--- src/rtl/mult_arbiter.sv ---
// mult_arbiter: round-robin arbiter that lets REQS requesters share one
// signed N x N array multiplier.
//
// Build option: define MULT_ARBITER_PIPE_EN to add a CALC2 state. CALC then
// only captures the multiplier output and CALC2 moves it to res_data/res_id.
// This adds one cycle of latency and shortens the multiplier-to-output path.
//
// Ports
//   clk        : single clock, rising edge
//   rst_n      : synchronous active-low reset
//   req_valid  : per-requester operand valid            [REQS]
//   req_ready  : per-requester accept, one-hot or zero  [REQS]
//   req_a      : operand A, requester k at [k*N +: N]   [REQS*N]
//   req_b      : operand B, requester k at [k*N +: N]   [REQS*N]
//   res_valid  : result available
//   res_ready  : result consumer accept
//   res_data   : full-width signed product A*B          [2N]
//   res_id     : index of the requester owning res_data [IDW]
//   busy       : high whenever the FSM is not in IDLE

// Signed array multiplier. It forms one sign-extended partial-product row
// per bit of b. The MSB row has negative weight in two's complement, so it
// is subtracted instead of added.
module mult_arbiter_smul #(
  parameter int N = 5
) (
  input  logic signed [N-1:0]   a,
  input  logic signed [N-1:0]   b,
  output logic signed [2*N-1:0] p
);

  logic signed [2*N-1:0] a_ext;
  logic signed [2*N-1:0] row [N];

  assign a_ext = {{N{a[N-1]}}, a};

  for (genvar i = 0; i < N; i++) begin : g_row
    assign row[i] = b[i] ? (a_ext <<< i) : '0;
  end

  always_comb begin
    p = '0;
    for (int i = 0; i < N - 1; i++) p = p + row[i];
    p = p - row[N-1];
  end

endmodule

module mult_arbiter #(
  parameter int N    = 5,
  parameter int REQS = 4,
  parameter int IDW  = $clog2(REQS)
) (
  input  logic                  clk,
  input  logic                  rst_n,
  input  logic [REQS-1:0]       req_valid,
  output logic [REQS-1:0]       req_ready,
  input  logic [REQS*N-1:0]     req_a,
  input  logic [REQS*N-1:0]     req_b,
  output logic                  res_valid,
  input  logic                  res_ready,
  output logic [2*N-1:0]        res_data,
  output logic [IDW-1:0]        res_id,
  output logic                  busy
);

`ifdef MULT_ARBITER_PIPE_EN
  typedef enum logic [1:0] {S_IDLE, S_CALC, S_CALC2, S_DONE} state_t;
`else
  typedef enum logic [1:0] {S_IDLE, S_CALC, S_DONE} state_t;
`endif

  state_t                state;
  logic [IDW-1:0]        rr_ptr;
  logic signed [N-1:0]   a_p0;
  logic signed [N-1:0]   b_p0;
  logic [IDW-1:0]        id_p0;
  logic signed [2*N-1:0] prod;
`ifdef MULT_ARBITER_PIPE_EN
  logic signed [2*N-1:0] prod_p1;
`endif

  // Arbitration results
  logic                  found;
  logic [REQS-1:0]       gnt;
  logic [IDW-1:0]        gnt_id;
  logic [IDW-1:0]        idx;
  logic signed [N-1:0]   a_sel;
  logic signed [N-1:0]   b_sel;
  logic [IDW-1:0]        rr_next;

  // Round-robin search starting at rr_ptr. A grant is only offered in IDLE
  // and never while reset is asserted. Because req_ready is gated by
  // req_valid, any grant is a handshake.
  always_comb begin
    found  = 1'b0;
    gnt    = '0;
    gnt_id = '0;
    idx    = '0;
    a_sel  = '0;
    b_sel  = '0;
    if (state == S_IDLE && rst_n) begin
      for (int k = 0; k < REQS; k++) begin
        idx = IDW'((int'(rr_ptr) + k) % REQS);
        if (!found && req_valid[idx]) begin
          found       = 1'b1;
          gnt[idx]    = 1'b1;
          gnt_id      = idx;
          a_sel       = req_a[int'(idx)*N +: N];
          b_sel       = req_b[int'(idx)*N +: N];
        end
      end
    end
  end

  assign req_ready = gnt;
  assign rr_next   = (gnt_id == IDW'(REQS - 1)) ? '0 : gnt_id + IDW'(1);

  mult_arbiter_smul #(.N(N)) u_mul (
    .a (a_p0),
    .b (b_p0),
    .p (prod)
  );

  always_ff @(posedge clk) begin
    if (!rst_n) begin
      state     <= S_IDLE;
      rr_ptr    <= '0;
      a_p0      <= '0;
      b_p0      <= '0;
      id_p0     <= '0;
      res_valid <= 1'b0;
      res_data  <= '0;
      res_id    <= '0;
      busy      <= 1'b0;
`ifdef MULT_ARBITER_PIPE_EN
      prod_p1   <= '0;
`endif
    end else begin
      case (state)
        // p0: capture the granted operands so later input changes cannot
        // disturb the operation
        S_IDLE: begin
          if (found) begin
            a_p0   <= a_sel;
            b_p0   <= b_sel;
            id_p0  <= gnt_id;
            rr_ptr <= rr_next;
            busy   <= 1'b1;
            state  <= S_CALC;
          end
        end
`ifdef MULT_ARBITER_PIPE_EN
        // p1: register the multiplier output
        S_CALC: begin
          prod_p1 <= prod;
          state   <= S_CALC2;
        end
        S_CALC2: begin
          res_data  <= prod_p1;
          res_id    <= id_p0;
          res_valid <= 1'b1;
          state     <= S_DONE;
        end
`else
        // p1: the multiplier output goes straight to the result registers
        S_CALC: begin
          res_data  <= prod;
          res_id    <= id_p0;
          res_valid <= 1'b1;
          state     <= S_DONE;
        end
`endif
        S_DONE: begin
          if (res_ready) begin
            res_valid <= 1'b0;
            busy      <= 1'b0;
            state     <= S_IDLE;
          end
        end
        default: state <= S_IDLE;
      endcase
    end
  end

endmodule

--- config.mk ---
export PLATFORM = sky130hd
export DESIGN_NAME = mult_arbiter
export DESIGN_NICKNAME = d
export VERILOG_FILES = /design/src/rtl/mult_arbiter.sv
export SDC_FILE = /design/constraint.sdc
export NUM_CORES = 1
export LEC_CHECK = 0
export CAP_MARGIN = 20
export CORE_MARGIN = 4
export CORE_UTILIZATION = 45
export CTS_CLUSTER_DIAMETER = 120
export DETAILED_ROUTE_END_ITERATION = 12
export GPL_TIMING_DRIVEN = 1
export PLACE_DENSITY = 0.74
export SETUP_SLACK_MARGIN = 0.5
export SLEW_MARGIN = 40
export SYNTH_ARGS = -nofsm -noshare
export SYNTH_HDL_FRONTEND = slang
export SYNTH_SLANG_ARGS = --single-unit
--- constraint.sdc ---
create_clock -name clk -period 4.3 [get_ports clk]
set_clock_uncertainty 0.2 [all_clocks]
set_input_delay 0.645 -clock clk [delete_from_list [all_inputs] [get_ports clk]]
set_output_delay 0.645 -clock clk [all_outputs]
set_load 0.05 [all_outputs]
**Word-level counts from Yosys, hierarchy flattened**

Cells that the tools add are included.

- Register bits: 30
- Bits of input ports: 47
- Logic and storage cells: 123
- Output and inout port bits: 18

- Reduce and logical (&&, ||, !) cells: 18
- Eq/ne operators: 5
- Bitwise logic cells: 3
- Order comparisons: 8
- Shift-type cells: 8
- Add/subtract/negate cells: 8
- Multiplexer cells: 60
- $mul: 4

Operators by type and width:

| kind | number |
|---|---|
| variable part select 20 x 32 -> 5 bit | 4 |
| variable part select 20 x 6 -> 5 bit | 4 |
| 2-to-1 mux 10 bit | 5 |
| 2-to-1 mux 5 bit | 10 |
| 2-to-1 mux 4 bit | 8 |
| adder 10 bit | 3 |
| multiplier 2 x 3 -> 5 bit, second input constant | 4 |
| 2-to-1 mux 1 bit | 18 |
| 2-to-1 mux 2 bit | 8 |
| < comparator 2 x 3 -> 1 bit, second input constant | 4 |
| bitwise OR 4 bit | 3 |
| subtractor 10 bit | 1 |
| binary-select mux 1 bit (select 2 bit) | 4 |
| demux 1 bit (select 2 bit) | 4 |
| greater-or-equal comparator 2 x 1 -> 1 bit, second input constant | 4 |
| logical AND 1 bit | 8 |
| one-hot mux 2 bit (3 select lines) | 1 |
| AND reduction 2 bit | 3 |
| adder 2 x 1 -> 2 bit, second input constant | 2 |
| adder 2 bit, second input constant | 2 |
| == test 2 bit, second input constant | 2 |
| inequality test 2 bit, second input constant | 2 |
| one-hot mux 1 bit (2 select lines) | 2 |
| nonzero test 2 bit | 2 |
| 4 further kinds | 6 |

**Depth between registers and ports, before layout**

- Word-level depth: 18
- Mapped depth: 14
- Gate-level depth less buffers: 14

**Modules after synthesis**

Synthesis repeated with hierarchy kept, for this count alone.

- Cells, all modules: 385
- Area total of the unflattened synthesis: 3741.1 um2

Modules (own cells, without submodules):

| module | instances | cells an instance | seq. area each (um2) | area each (um2) |
|---|---|---|---|---|
| mult_arbiter | 1 | 280 | 600.6 | 2832.7 |
| mult_arbiter_smul | 1 | 105 | 0.0 | 908.4 |

**Worst setup path after synthesis**

Ideal clock, no wire load.

- Path type: flip-flop to output port
- Start: register rr_ptr[1]
- End: output port req_ready[1]
- Data required time: 3.455 ns
- Stages on the path, launching flop included: 11
- Buffers on the path: 3
- Setup slack: 0.341 ns
- Arrival time: 3.114 ns
- Path through: dfxtp_1 -> buf_2 -> inv_1 -> ha_1 -> buf_2 -> mux4_2 -> nor2b_1 -> buf_2 -> a221oi_1 -> o21a_1 -> a211oi_1

- Word-level cells in the longest chain between the ends: 16
- Elaborated cells on any way between the ends: 54
- Classes of those cells: add/sub (3); order compare (8); mux (30); bitwise (3); reduce/logical (10)

Ends and longest elaborated chain:

| what | RTL line | source |
|---|---|---|
| start, declared | 74 | `logic [IDW-1:0] rr_ptr;` |
| start signal, assigned | 148 | `rr_ptr <= rr_next;` |
| branches (longest 14 deep; another with < comparator 2 x 3 -> 1 bit) | - |  |
| 2-to-1 mux 4 bit (*) | 105 | `if (!found && req_valid[idx]) begin` |
| 2-to-1 mux 4 bit (*) | 102 | `if (state == S_IDLE && rst_n) begin` |
| end, declared | 57 | `output logic [REQS-1:0] req_ready,` |

Mark *: on every way between the ends. The select of a mux whose other input is x is not followed.

**Worst setup path after layout**

- Start: input port req_valid[2]
- End: output port req_ready[3]

- Word-level cells in the longest chain between the ends: 16
- Elaborated cells on any way between the ends: 31
- Classes of those cells: mux (22); bitwise (3); reduce/logical (6)

Ends and longest elaborated chain:

| what | RTL line | source |
|---|---|---|
| start, declared | 56 | `input logic [REQS-1:0] req_valid,` |
| binary-select mux 1 bit (select 2 bit) | 105 |  |
| 2-to-1 mux 1 bit (not written as such) | 105 |  |
| 2-to-1 mux 1 bit | 105 |  |
| 2-to-1 mux 1 bit | 102 |  |
| zero test 1 bit | 105 |  |
| logical AND 1 bit | 105 |  |
| 2-to-1 mux 1 bit | 105 |  |
| 2-to-1 mux 1 bit | 102 |  |
| zero test 1 bit | 105 |  |
| logical AND 1 bit | 105 |  |
| 2-to-1 mux 1 bit | 105 |  |
| 2-to-1 mux 1 bit | 102 |  |
| zero test 1 bit | 105 |  |
| logical AND 1 bit | 105 |  |
| 2-to-1 mux 4 bit (*) | 105 |  |
| 2-to-1 mux 4 bit (*) | 102 |  |

Mark *: on every way between the ends. The rest lies on a longest branch, timed or not. The select of a mux whose other input is x is not followed.

==> summary.txt <==
status: completed
IO buf count: 64
Inst Count DP: 523
CTS tree: yes
Peak VDD IR: 0.1985 mV
Reg power frac: 21.0%
Final Hold Fails: 0
DR vias/cell: 5.917
post-synthesis area per instance: 9.451 um^2
Clock Tree Buf Depth: 2
GRT overflow: 0
Inserted Diodes: 0
ANT nets after route: 0
Clk Latency, worst-skew pair: 0.28 ns
Period minus WS final: 3.647 ns
Least-Margin Pin Slew: 0.7280 ns
Synth Register Bits: 30
Post-CTS Hold Buffers: 0
post-synth cell types: 39
met1 usage: 24.15%
CTS Buf Count: 5
IO Pins: 65
Power Internal: 1.067 mW
Die X: 97.46 um
leakage power: 1.604 nW
area of the mapped netlist: 3601 um^2
Setup TNS: 0 ns
DIE HEIGHT: 97.46 um
PD cells: 419.7 nW/um^2
area grow syn2layout: 24.60%
Fill cells: 701
Tot GR Track Use: 18.13%
Finished Layout Cells: 533
# rows: 32
share of post-route cells with drive strength above 1: 16.47%
Hold Path Class: reg2reg
Slew Viols, Final: 0
GR Util met3: 2.872%
Final Wtd Congestion: 0.8139
top post-synthesis cells by area: mux4_2 26%, dfxtp_1 17%, fa_1 11%
synth warn: 0
CP Max Fanout: 9
Worst setup SP type: input port
Register Area: 601.8 um^2
Root Driver: clkbuf_8
global routing's busiest layer: met2
cell taking the most area after synthesis: mux4_2
Crit Path Category: in2out
Synth Instances: 381
Reg clk slew, reported paths: 0.06 ns
Final Setup Violations: 0
met2 Usage GRT: 30.52%
Sw Pwr: 0.8158 mW
Arrival @ worst endpoint: 2.80 ns
Post-layout nets: 511
WL per Instance: 15.66 um
drt first pass iters: 5
Comb pwr share: 64.0%
final hold slack: 0.2649 ns
die area: 9497 um^2
syn_nets: 462
Clk network pwr share: 15.0%
switching fraction of total power: 43.32%
unrepaired setup endpoints after global routing: true
MaxCap Viol Count: 0
Final Routed Wirelength: 8346 um
initial antenna violation count: 0
Clock Sinks: 30
Remaining DRCs: 0
fmax: 0.2742 GHz
Period Utilization, post-route: 84.82%
Multi-input gate area: 2779 um^2
drt initial violations: 127
Worst Path Required: 3.45 ns
routed via count: 3154
# H-tree levels: 2
Critical Path End Type: primary output
global-route wire length before repair: 14390 um
core area: 7767 um^2
vias in the first global route: 3099
post-synthesis sequential area ratio: 16.68%
Initial Utilization: 46.36%
Synth top area share: 26.27%
Slew headroom: 51.47%
R2R Setup Slk: 0.66 ns
largest net degree at the start of global routing: 50
detailed placer's ending HPWL: 6474 um
-- synthesized netlist by cell type, drive strengths merged --
master   number
nor3          5
ha           15
mux4         42
nor4          1
inv          31
nand3b        2
or2           1
mux2i         4
nor2b         3
o211a         1
dfxtp        30
o211ai        1
o21a          5
nor2          7
xor2          3
a32oi         1
nand3         3
buf          16
xnor2         5
clkbuf       16
a32o          1
nand2b        4
a21oi         7
nand2        65
or4           1
fa           19
and2         11
or3b          1
a221oi       14
o21ai        33
a21o          2
o2bb2ai      10
nand4         1
a211oi        6
nor3b         3
a21boi       10
o21bai        1
-- cell type report --
cell class                      instances  share of cell area, %
Multi-Input combinational cell        288                  61.94
Timing Repair Buffer                   74                  16.84
Sequential cell                        30                  13.41
Tap cell                              102                  2.844
Inverter                               31                  2.593
Clock buffer                            7                  1.701
Clock inverter                          1                 0.6693
-- worst max-delay path, stage by stage --
cell and delay (ns):
clkdlybuf4s50_1 0.54, mux4_2 0.59, nor2b_2 0.30, a221oi_1 0.14, o21a_1 0.14, a211oi_2 0.26, buf_12 0.17
-- path summary, 6_finish.rpt --
kind | endpoint | depth (start not counted) | start
worst min register to register | res_id[0] | 2 | res_id[0]
worst min-delay path | res_id[0] | 2 | res_id[0]
worst max register to register | res_data[9] | 11 | b_p0[4]
worst max-delay path | req_ready[3] | 7 | req_valid[2]
-- per-layer routing --
layer	vias up	part of all wire (%)
li1	1491	-
met1	1530	42
met2	125	50
met3	8	6.5
met4	0	1.3
met5	-	0
-- logic make-up after synthesis --
logic type,synth area share [%]
AOI/OAI and AO/OA,17.41
and+or+nand+nor,13.76
DFF,16.68
muxes,27.38
xor gates and xnor gates,1.946
buffers and inverters,7.054
adders and majority gates,15.77
-- cells in the final DEF, fill, tap and decap left out, types with 7 or more instances in the layout --
cell type	synthesis	routed
ha_1	15	15
clkdlybuf4s50_1	0	60
inv_1	31	31
dfxtp_1	30	29
a221oi_1	14	14
nor2_1	7	7
and2_1	11	11
nand2_1	65	65
a21boi_0	9	9
mux4_2	42	42
buf_4	0	10
o21ai_0	33	33
fa_1	19	18
o2bb2ai_1	10	10
a21oi_1	7	7
-- flip-flops by register name, indices dropped and copies added, names as in the netlist --
| signal | flops |
|---|---|
| rr_ptr | 2 |
| res_valid | 1 |
| res_id | 2 |
| id_p0 | 2 |
| res_data | 10 |
| a_p0 | 5 |
| state | 2 |
| b_p0 | 5 |
| busy | 1 |
-- stage by stage --
step	setup slack, ns	total power [mW]	utilization [%]	cell area [um^2]
after floorplan	0.7041	1.286	-	3621
after global placement	0.4835	1.549	56.04	4353
after detailed placement	0.3932	1.586	56.07	4355
after CTS	0.5380	1.881	57.47	4464
after global routing	0.4599	2.059	57.76	4487
final	0.6527	1.883	57.76	4487
-- power by group through the flow --
stage / logic (mW) / registers (mW) / clock network (mW)
floorplan: 0.788 / 0.499 / 0
global placement: 1.15 / 0.398 / 0
detailed placement: 1.18 / 0.402 / 0
CTS: 1.19 / 0.396 / 0.291
global route: 1.35 / 0.406 / 0.301
finish: 1.21 / 0.395 / 0.282
-- what timing repair did --
action,in CTS,in global routing
setup endpoints to repair,4,6
buffers inserted,0,2
resized for setup,1,2
hold endpoints to repair,0,0
No activity file was read; power rests on OpenSTA's default activity.
